`config.mk`:
```
export PLATFORM = sky130hd
export DESIGN_NAME = fwspi_memio_rdseq
export DESIGN_NICKNAME = d
export VERILOG_FILES = /design/src/rtl/fwspi_memio_rdseq.sv
export SDC_FILE = /design/constraint.sdc
export NUM_CORES = 1
export LEC_CHECK = 0
export CORE_AREA = 3 3 115 161
export CTS_CLUSTER_SIZE = 25
export DETAILED_ROUTE_END_ITERATION = 7
export DIE_AREA = 0 0 118 164
export GPL_TIMING_DRIVEN = 0
export PLACE_DENSITY = 0.44
export SKIP_CTS_REPAIR_TIMING = 1
export SYNTH_ARGS = -nofsm -noshare
export SYNTH_HDL_FRONTEND = slang
export SYNTH_SLANG_ARGS = --single-unit
export TNS_END_PERCENT = 50
```
`constraint.sdc`:
```
create_clock -name clk -period 3.6 [get_ports clk]
set_clock_uncertainty 0.2 [all_clocks]
set_input_delay 0.9 -clock clk [delete_from_list [all_inputs] [get_ports clk]]
set_output_delay 0.9 -clock clk [all_outputs]
set_load 0.02 [all_outputs]
```
`src/rtl/fwspi_memio_rdseq.sv`:
```
// Word-read sequencer for a memory-mapped SPI flash port.
// Turns 32-bit read requests into a byte stream for a serial transfer engine
// (command, address, optional dummy, four data bytes) and gathers the returned
// bytes into a little-endian word. Sequential reads of consecutive words keep
// chip select low and stream only the data bytes.
module fwspi_memio_rdseq (
  input  logic        clk,
  input  logic        reset,
  input  logic        req_valid,
  output logic        req_ready,
  input  logic [23:0] req_addr,
  output logic        rsp_valid,
  output logic [31:0] rsp_data,
  input  logic        cfg_quad,
  input  logic [3:0]  cfg_dummy,
  output logic        xfer_resetn,
  output logic        din_valid,
  input  logic        din_ready,
  output logic [7:0]  din_data,
  output logic [3:0]  din_tag,
  output logic        din_cont,
  output logic        din_dspi,
  output logic        din_qspi,
  output logic        din_ddr,
  output logic        din_rd,
  input  logic        dout_valid,
  input  logic [7:0]  dout_data,
  input  logic [3:0]  dout_tag
);

  localparam logic [7:0] CMD_READ_SINGLE = 8'h03;
  localparam logic [7:0] CMD_READ_QUAD   = 8'h6B;

  typedef enum logic [2:0] {
    IDLE,
    FLUSH,
    CMD,
    ADDR,
    DUMMY,
    DATA,
    WAIT,
    RESP
  } state_t;

  state_t      state, state_d;

  // Request context captured on accept
  logic [23:0] addr_q;
  logic        mode_q;
  logic [3:0]  dummy_q;

  // Shared byte index for ADDR (0..2) and DATA (0..3)
  logic [1:0]  cnt;

  // Tag-7 byte already collected for the current word
  logic        got_last;

  // Continuation tracking: chip select is still low and the flash is
  // positioned at next_addr in mode_q
  logic        cont_ok;
  logic [23:0] next_addr;

  logic [23:0] req_addr_al;
  logic        accept;
  logic        cont_hit;
  logic        din_hs;
  logic        last_now;
  logic        unused_addr_lsb;

  // Word addresses only; the two low address bits carry no meaning
  assign req_addr_al     = {req_addr[23:2], 2'b00};
  assign unused_addr_lsb = ^req_addr[1:0];

  assign accept   = (state == IDLE) && req_valid && !reset;
  assign cont_hit = cont_ok && (req_addr_al == next_addr) && (cfg_quad == mode_q);
  assign din_hs   = din_valid && din_ready;
  assign last_now = dout_valid && (dout_tag == 4'd7);

  // Fixed per-byte mode bits: always continue, never dual, never DDR
  assign din_cont = 1'b1;
  assign din_dspi = 1'b0;
  assign din_ddr  = 1'b0;

  // State register
  always_ff @(posedge clk) begin
    if (reset) begin
      state <= IDLE;
    end else begin
      state <= state_d;
    end
  end

  // Next state and byte-stream outputs; reset forces the idle-side values
  always_comb begin
    state_d     = state;
    req_ready   = 1'b0;
    rsp_valid   = 1'b0;
    xfer_resetn = 1'b1;
    din_valid   = 1'b0;
    din_data    = 8'h00;
    din_tag     = 4'h0;
    din_qspi    = 1'b0;
    din_rd      = 1'b0;

    case (state)
      IDLE: begin
        req_ready = 1'b1;
        if (req_valid) begin
          state_d = cont_hit ? DATA : FLUSH;
        end
      end

      FLUSH: begin
        // One-cycle engine reset raises chip select and ends any open read
        xfer_resetn = 1'b0;
        state_d     = CMD;
      end

      CMD: begin
        din_valid = 1'b1;
        din_data  = mode_q ? CMD_READ_QUAD : CMD_READ_SINGLE;
        if (din_ready) begin
          state_d = ADDR;
        end
      end

      ADDR: begin
        din_valid = 1'b1;
        case (cnt)
          2'd0:    din_data = addr_q[23:16];
          2'd1:    din_data = addr_q[15:8];
          2'd2:    din_data = addr_q[7:0];
          default: din_data = 8'h00;
        endcase
        if (din_ready && (cnt == 2'd2)) begin
          state_d = (mode_q && (dummy_q != 4'd0)) ? DUMMY : DATA;
        end
      end

      DUMMY: begin
        // Engine interprets the low nibble as the number of dummy clocks
        din_valid = 1'b1;
        din_rd    = 1'b1;
        din_data  = {4'b0000, dummy_q};
        din_tag   = 4'd1;
        if (din_ready) begin
          state_d = DATA;
        end
      end

      DATA: begin
        din_valid = 1'b1;
        din_rd    = 1'b1;
        din_qspi  = mode_q;
        din_tag   = {2'b01, cnt};
        if (din_ready && (cnt == 2'd3)) begin
          state_d = (got_last || last_now) ? RESP : WAIT;
        end
      end

      WAIT: begin
        if (got_last || last_now) begin
          state_d = RESP;
        end
      end

      RESP: begin
        rsp_valid = 1'b1;
        state_d   = IDLE;
      end

      default: begin
        state_d = IDLE;
      end
    endcase

    if (reset) begin
      state_d     = IDLE;
      req_ready   = 1'b1;
      rsp_valid   = 1'b0;
      xfer_resetn = 1'b0;
      din_valid   = 1'b0;
      din_data    = 8'h00;
      din_tag     = 4'h0;
      din_qspi    = 1'b0;
      din_rd      = 1'b0;
    end
  end

  // Capture request address, mode and dummy count on accept
  always_ff @(posedge clk) begin
    if (accept) begin
      addr_q  <= req_addr_al;
      mode_q  <= cfg_quad;
      dummy_q <= cfg_dummy;
    end
  end

  // Byte index: ADDR wraps after its third byte, DATA wraps naturally 3->0
  always_ff @(posedge clk) begin
    if (reset || accept) begin
      cnt <= 2'd0;
    end else if (din_hs && (state == ADDR)) begin
      cnt <= (cnt == 2'd2) ? 2'd0 : cnt + 2'd1;
    end else if (din_hs && (state == DATA)) begin
      cnt <= cnt + 2'd1;
    end
  end

  // Remember that the final data byte came back, in case it beats the last accept
  always_ff @(posedge clk) begin
    if (reset || accept) begin
      got_last <= 1'b0;
    end else if (last_now) begin
      got_last <= 1'b1;
    end
  end

  // Collect data-tagged bytes into their lanes; command/dummy returns are dropped
  always_ff @(posedge clk) begin
    if (reset) begin
      rsp_data <= 32'h0;
    end else if (dout_valid && (dout_tag[3:2] == 2'b01)) begin
      rsp_data[{dout_tag[1:0], 3'b000} +: 8] <= dout_data;
    end
  end

  // Continuation bookkeeping; a wrap past the top of flash cannot continue
  always_ff @(posedge clk) begin
    if (reset) begin
      cont_ok   <= 1'b0;
      next_addr <= 24'h0;
    end else if (state == RESP) begin
      next_addr <= addr_q + 24'd4;
      cont_ok   <= (addr_q != 24'hFFFFFC);
    end
  end

endmodule

```
# ---- Yosys cells after proc, flatten, opt, wreduce, memory -nomap -nowiden
# Index checks and enable logic that the tools add are counted.
dict set report classes {
  add_sub_neg 3
  n_eq_ne 21
  shifts 2
  muxes 32
  n_reduce_logical 22
}
# cell n
set ops {}
lappend ops {{$pmux W8 S3} 2}
lappend ops {{$bwmux W32} 1}
lappend ops {{$shift A8 B7 Y32 const A} 1}
lappend ops {{$shiftx A8 B7 Y32} 1}
lappend ops {{$add A24 B3 Y24 const B} 1}
lappend ops {{$eq A24 B24 Y1} 1}
lappend ops {{$pmux W3 S8} 1}
lappend ops {{$ne A22 B22 Y1 const B} 1}
lappend ops {{$mux W3} 7}
lappend ops {{$mux W1} 14}
lappend ops {{$eq A3 B3 Y1 const B} 4}
lappend ops {{$logic_and A1 B1 Y1} 12}
lappend ops {{$ne A2 B2 Y1 const B} 6}
lappend ops {{$mux W8} 1}
lappend ops {{$mux W7} 1}
lappend ops {{$neg A5 Y7} 1}
lappend ops {{$eq A3 B2 Y1 const B} 2}
lappend ops {{$mux W2} 3}
lappend ops {{$pmux W3 S2} 1}
lappend ops {{$reduce_and A6 Y1} 1}
lappend ops {{$eq A2 B1 Y1 const B} 2}
lappend ops {{$eq A2 B2 Y1 const B} 2}
lappend ops {{$eq A4 B3 Y1 const B} 1}
lappend ops {{$mux W4} 1}
lappend ops {{other kinds (11)} 12}
dict set report word_totals {
  register_bits 90
  input_bits 46
  output_inout_bits 53
  elab_cells 89
}

# ---- Depth between registers and ports, before layout
dict set report logic_depth {
  word_depth 8
  mapped_depth 7
  depth_no_buf 6
}

# ---- Worst setup path before layout
# Ideal clock, no wire load.
dict set report synth_path {
  kind {in2reg}
  from {input port reset}
  to {register addr_q[10] (enable)}
  setup_time_ns 0.411
  t_arrival_ns 2.665
  required_time_ns 2.989
  path_slack_ns 0.324
  stages 4
  n_path_buf 3
  path_cell_list {clkbuf_1 > buf_1 > buf_1 > nor2_1}
}
dict set report synth_between {
  elab_chain_len 2
}
# item line_no
set synth_lines {}
lappend synth_lines {{start: declaration} 8} ;# input logic reset,
lappend synth_lines {{$logic_not A1 Y1} 74} ;# assign accept = (state == IDLE) && req_valid && !reset;
lappend synth_lines {{$logic_and A1 B1 Y1} 74}
lappend synth_lines {{net accept} 64} ;# logic accept;
lappend synth_lines {{end signal: assignment} 193} ;# addr_q <= req_addr_al;
lappend synth_lines {{end: declaration} 48} ;# logic [23:0] addr_q;
# The timed path passes the listed nets, and every way through them passes these cells.
# A chain may end at the register's enable or synchronous reset.

# ---- Worst setup path after layout
dict set report layout_path {
  from {input port reset}
  to {output port din_tag[0]}
}
dict set report layout_between {
  elab_chain_len 1
}
# item line_no
set layout_lines {}
lappend layout_lines {{$mux W4} 177} ;# if (reset) begin
lappend layout_lines {{end: declaration} 20} ;# output logic [3:0] din_tag,
# No other way between the ends.

==> out/summary.txt <==
====================================================================================================
Cell Int Power                                                                               1.83 mW
Worst-case register-to-register setup slack                                                  1.17 ns
Run status                                                                                 completed
Clock-pin slew reported for the worst setup and hold paths after clock tree synthesis        0.06 ns
Share of the synthesized area in compound gates (AO/OA/AOI/OAI)                                12.7%
Remaining global-route overflow                                                                    0
Crit path required time                                                                      2.50 ns
Slew at the pin closest to its max-slew limit                                               0.931 ns
Sink count of the clock tree                                                                      88
TritonCTS clock tree                                                                           built
Global-route wire length before repair                                                      21300 µm
Vias                                                                                            3710
Leak pwr                                                                                     1.93 nW
Share of total power in the clock network                                                      35.8%
Floorplan row count                                                                               57
Area share of fa/ha/maj cells after synthesis                                                  1.77%
Number of violations of the max-capacitance limit                                                  0
Share of flip-flops with an asynchronous set or reset                                             0%
Ratio of routed vias to standard cells                                                          4.65
Number of placed instances, taps included                                                        783
Initial antenna violation count                                                                    0
Worst setup path category                                                               input pin to output pin
Switching power total                                                                       0.803 mW
Area of the die                                                                           0.0194 mm²
Total Wirelength                                                                            13800 µm
Final hold slack                                                                            0.256 ns
Mux cell area share after synthesis                                                            2.13%
Maximum root-to-sink buffer count                                                                  2
Achievable frequency                                                                         282 MHz
Unrepaired setup endpoints after global routing                                                 true
Post-layout worst setup margin                                                             0.0587 ns
XOR/XNOR share of the synthesized area                                                         8.89%
Power per standard cell area                                                              455 mW/mm²
Total global routing track utilization                                                         14.4%
FF+latch count, synth                                                                             88
Worst-case headroom to the max-slew limit                                                      37.8%
Number of buffers created by CTS                                                                   9
Per-cell routed wire length                                                                  17.3 µm
Growth of design area from synthesis to finish                                                 36.5%
Final period util                                                                              98.4%
Endpoint of the worst register-to-register path                                           addr_q[10]
Part of the power in combinational logic                                                       19.9%
Final number of max-transition violations                                                          0
Effective utilization at floorplan                                                             24.4%
Post-detailed-route count of antenna-violating nets                                                0
Post-detail-place hpwl                                                                      10800 µm
Setup TNS Final                                                                                 0 ns
First element of the critical path                                                             reset
DRC violation count after routing                                                                  0
X dimension of the die                                                                        118 µm
Critical path data arrival time                                                              2.44 ns
Number of different library cells in the post-synthesis netlist                                   48
Worst Path Max Fanout                                                                             11
Prevailing post-synth register cell                                                          dfxtp_1
Die boundary height                                                                           164 µm
Number of flops mapped to enable cells by yosys                                                   27
Proportion of netlist area held by the largest area contributor                                28.8%
Tmin final                                                                                   3.54 ns
Cell type contributing the most total cell area after synthesis                              dfxtp_1
Post-layout nets                                                                                 608
Starting DRT DRC Count                                                                           203
Number of top-level pins                                                                          99
Share of synthesized area occupied by flip-flops and latches                                   48.0%
Synth top area cells                                                                    dfxtp_1, edfxtp_1, xor2_1
Largest net degree at the start of global routing                                                 28
Worst ir drop on vdd                                                                          173 µV
Count of TritonRoute iterations in the first routing pass                                          6
Startpoint Class                                                                           input pin
Insertion delay of the later-clocked pin in the worst-skew pair                              0.35 ns
Number of hold-slack violations in the final timing report                                         0
Worst flop-to-flop path startpoint                                                          state[2]
CP endpoint                                                                               din_tag[0]
Clock root buffer                                                                          clkbuf_16
Crit end category                                                                         output pin
Port Buf Inserts                                                                                  92
Gate count after technology mapping                                                              453
Sequential power share                                                                         44.3%
Worst slack at placement                                                                    -1.09 ns
Worst-case reg-to-reg path depth                                                                   4
Final antenna diode count                                                                          0
Filler-free cell count of the finished design                                                    797
Area inside the core boundary                                                             0.0173 mm²
Mean instance size in the synthesized netlist                                               9.35 µm²
Htree depth                                                                                        3
Share of cells above drive strength 1                                                          7.66%
Main combinational cell family by area after synthesis                                  simple AND/OR/NAND/NOR gates
Area fraction in and, or, nand and nor cells after synthesis                                   23.0%
Cell area after technology mapping                                                       0.00424 mm²
YS warnings                                                                                        0
Total setup violations reported at the end of the flow                                             0
Kind of path behind the tightest hold check                                             register to register
Vias in the first global route                                                                  3837
Switching part of the total                                                                    30.5%
Final GP Congestion                                                                            0.823
====================================================================================================
## cell families (layout without fill, tap and decap cells)
group,after synthesis,after routing
mux,9,9
compound gates,84,84
other cells,2,4
simple gates,188,188
xor+xnor,43,43
flops,88,88
fa+ha+maj,6,6
buf+inv,33,139
## worst max-delay path: stages
cell	delay, ns
clkbuf_2	0.20
clkbuf_2	0.26
nor2_1	0.26
o21a_1	0.19
clkdlybuf4s50_1	0.62
## per-stage QoR
step | total power, mW | util, % | area, µm²
after global routing | 2.76 | 33.4 | 5780
after detailed placement | 1.71 | 31.6 | 5470
final | 2.63 | 33.4 | 5780
after global placement | 1.71 | 31.5 | 5460
after CTS | 2.68 | 33.3 | 5770
after floorplan | 1.48 | - | 4240
## worst min path at each step
stage / start / cells past startpoint / end
after global routing: rsp_data[12] / 2 / rsp_data[12]
after detailed placement: rsp_data[11] / 2 / rsp_data[11]
final: rsp_data[13] / 2 / rsp_data[13]
after floorplan: got_last / 2 / got_last
after global placement: rsp_data[11] / 2 / rsp_data[11]
after CTS: rsp_data[11] / 2 / rsp_data[11]
## state kept, by name, summed over array words and instances, names as in the netlist
signal	flops
addr_q	22
cnt	2
cont_ok	1
dummy_q	4
got_last	1
mode_q	1
next_addr	22
rsp_data	32
state	3
## cells in the mapped netlist, drive strengths merged, types with 3 or more instances
master	n
xor2	25
nor4	9
clkbuf	18
a21oi	41
a22oi	10
nand2b	4
inv	5
edfxtp	27
nor3b	5
nand2	43
nor2	53
a211oi	21
buf	10
o21ai	5
and2	5
nor3	10
and4	3
mux2i	9
nor2b	3
and3	4
dfxtp	61
nand4	10
ha	6
nand3	35
xnor2	18
## final cells by class
class / count / area, µm²
inverters: 5 / 18.8
multi-input cells: 334 / 2090
clock inverters: 5 / 35.0
well taps: 236 / 295
repair buffers: 92 / 926
flip-flops and latches: 88 / 2030
clock buffers: 11 / 264
plain buffers: 26 / 121
fillers: 1811 / 11500
## power groups by stage
| stage | registers (mW) | logic [mW] | clock network (mW) |
|---|---|---|---|
| 6_report | 1.17 | 0.523 | 0.943 |
| 5_1_grt | 1.17 | 0.575 | 1.01 |
| 4_1_cts | 1.17 | 0.528 | 0.982 |
| 3_5_place_dp | 1.19 | 0.524 | 0 |
| 3_3_place_gp | 1.19 | 0.520 | 0 |
| 2_1_floorplan | 1.16 | 0.316 | 0 |
## cells in the final DEF, fill, tap and decap left out, drive strengths merged, types with 2 or more instances in the layout
master	synthesis	layout
xnor2	18	18
nand4	10	10
a211oi	21	21
nand2	43	43
edfxtp	27	27
conb	2	4
nand2b	4	4
ha	6	6
buf	10	7
dlymetal6s2s	0	4
nor2b	3	3
nor4	9	9
nor3	10	10
nor2	53	53
clkbuf	18	31
clkdlybuf4s50	0	87
a22oi	10	10
xor2	25	25
a21oi	41	41
nand3	35	35
o21ai	5	5
clkinvlp	0	2
inv	5	7
and3	4	4
and4	3	3
mux2i	9	9
nor3b	5	5
and2	5	5
dfxtp	61	61
## metal layers
metal  up-vias  part of all wire (%)  global-route usage (%)
li1       1816                     -                       -
met1      1748                    41                    16.0
met2       112                    50                    25.2
met3        34                   4.3                    3.58
met4         0                   4.9                    8.37
met5         -                     0                       0
No activity file was read; power rests on OpenSTA's default activity.
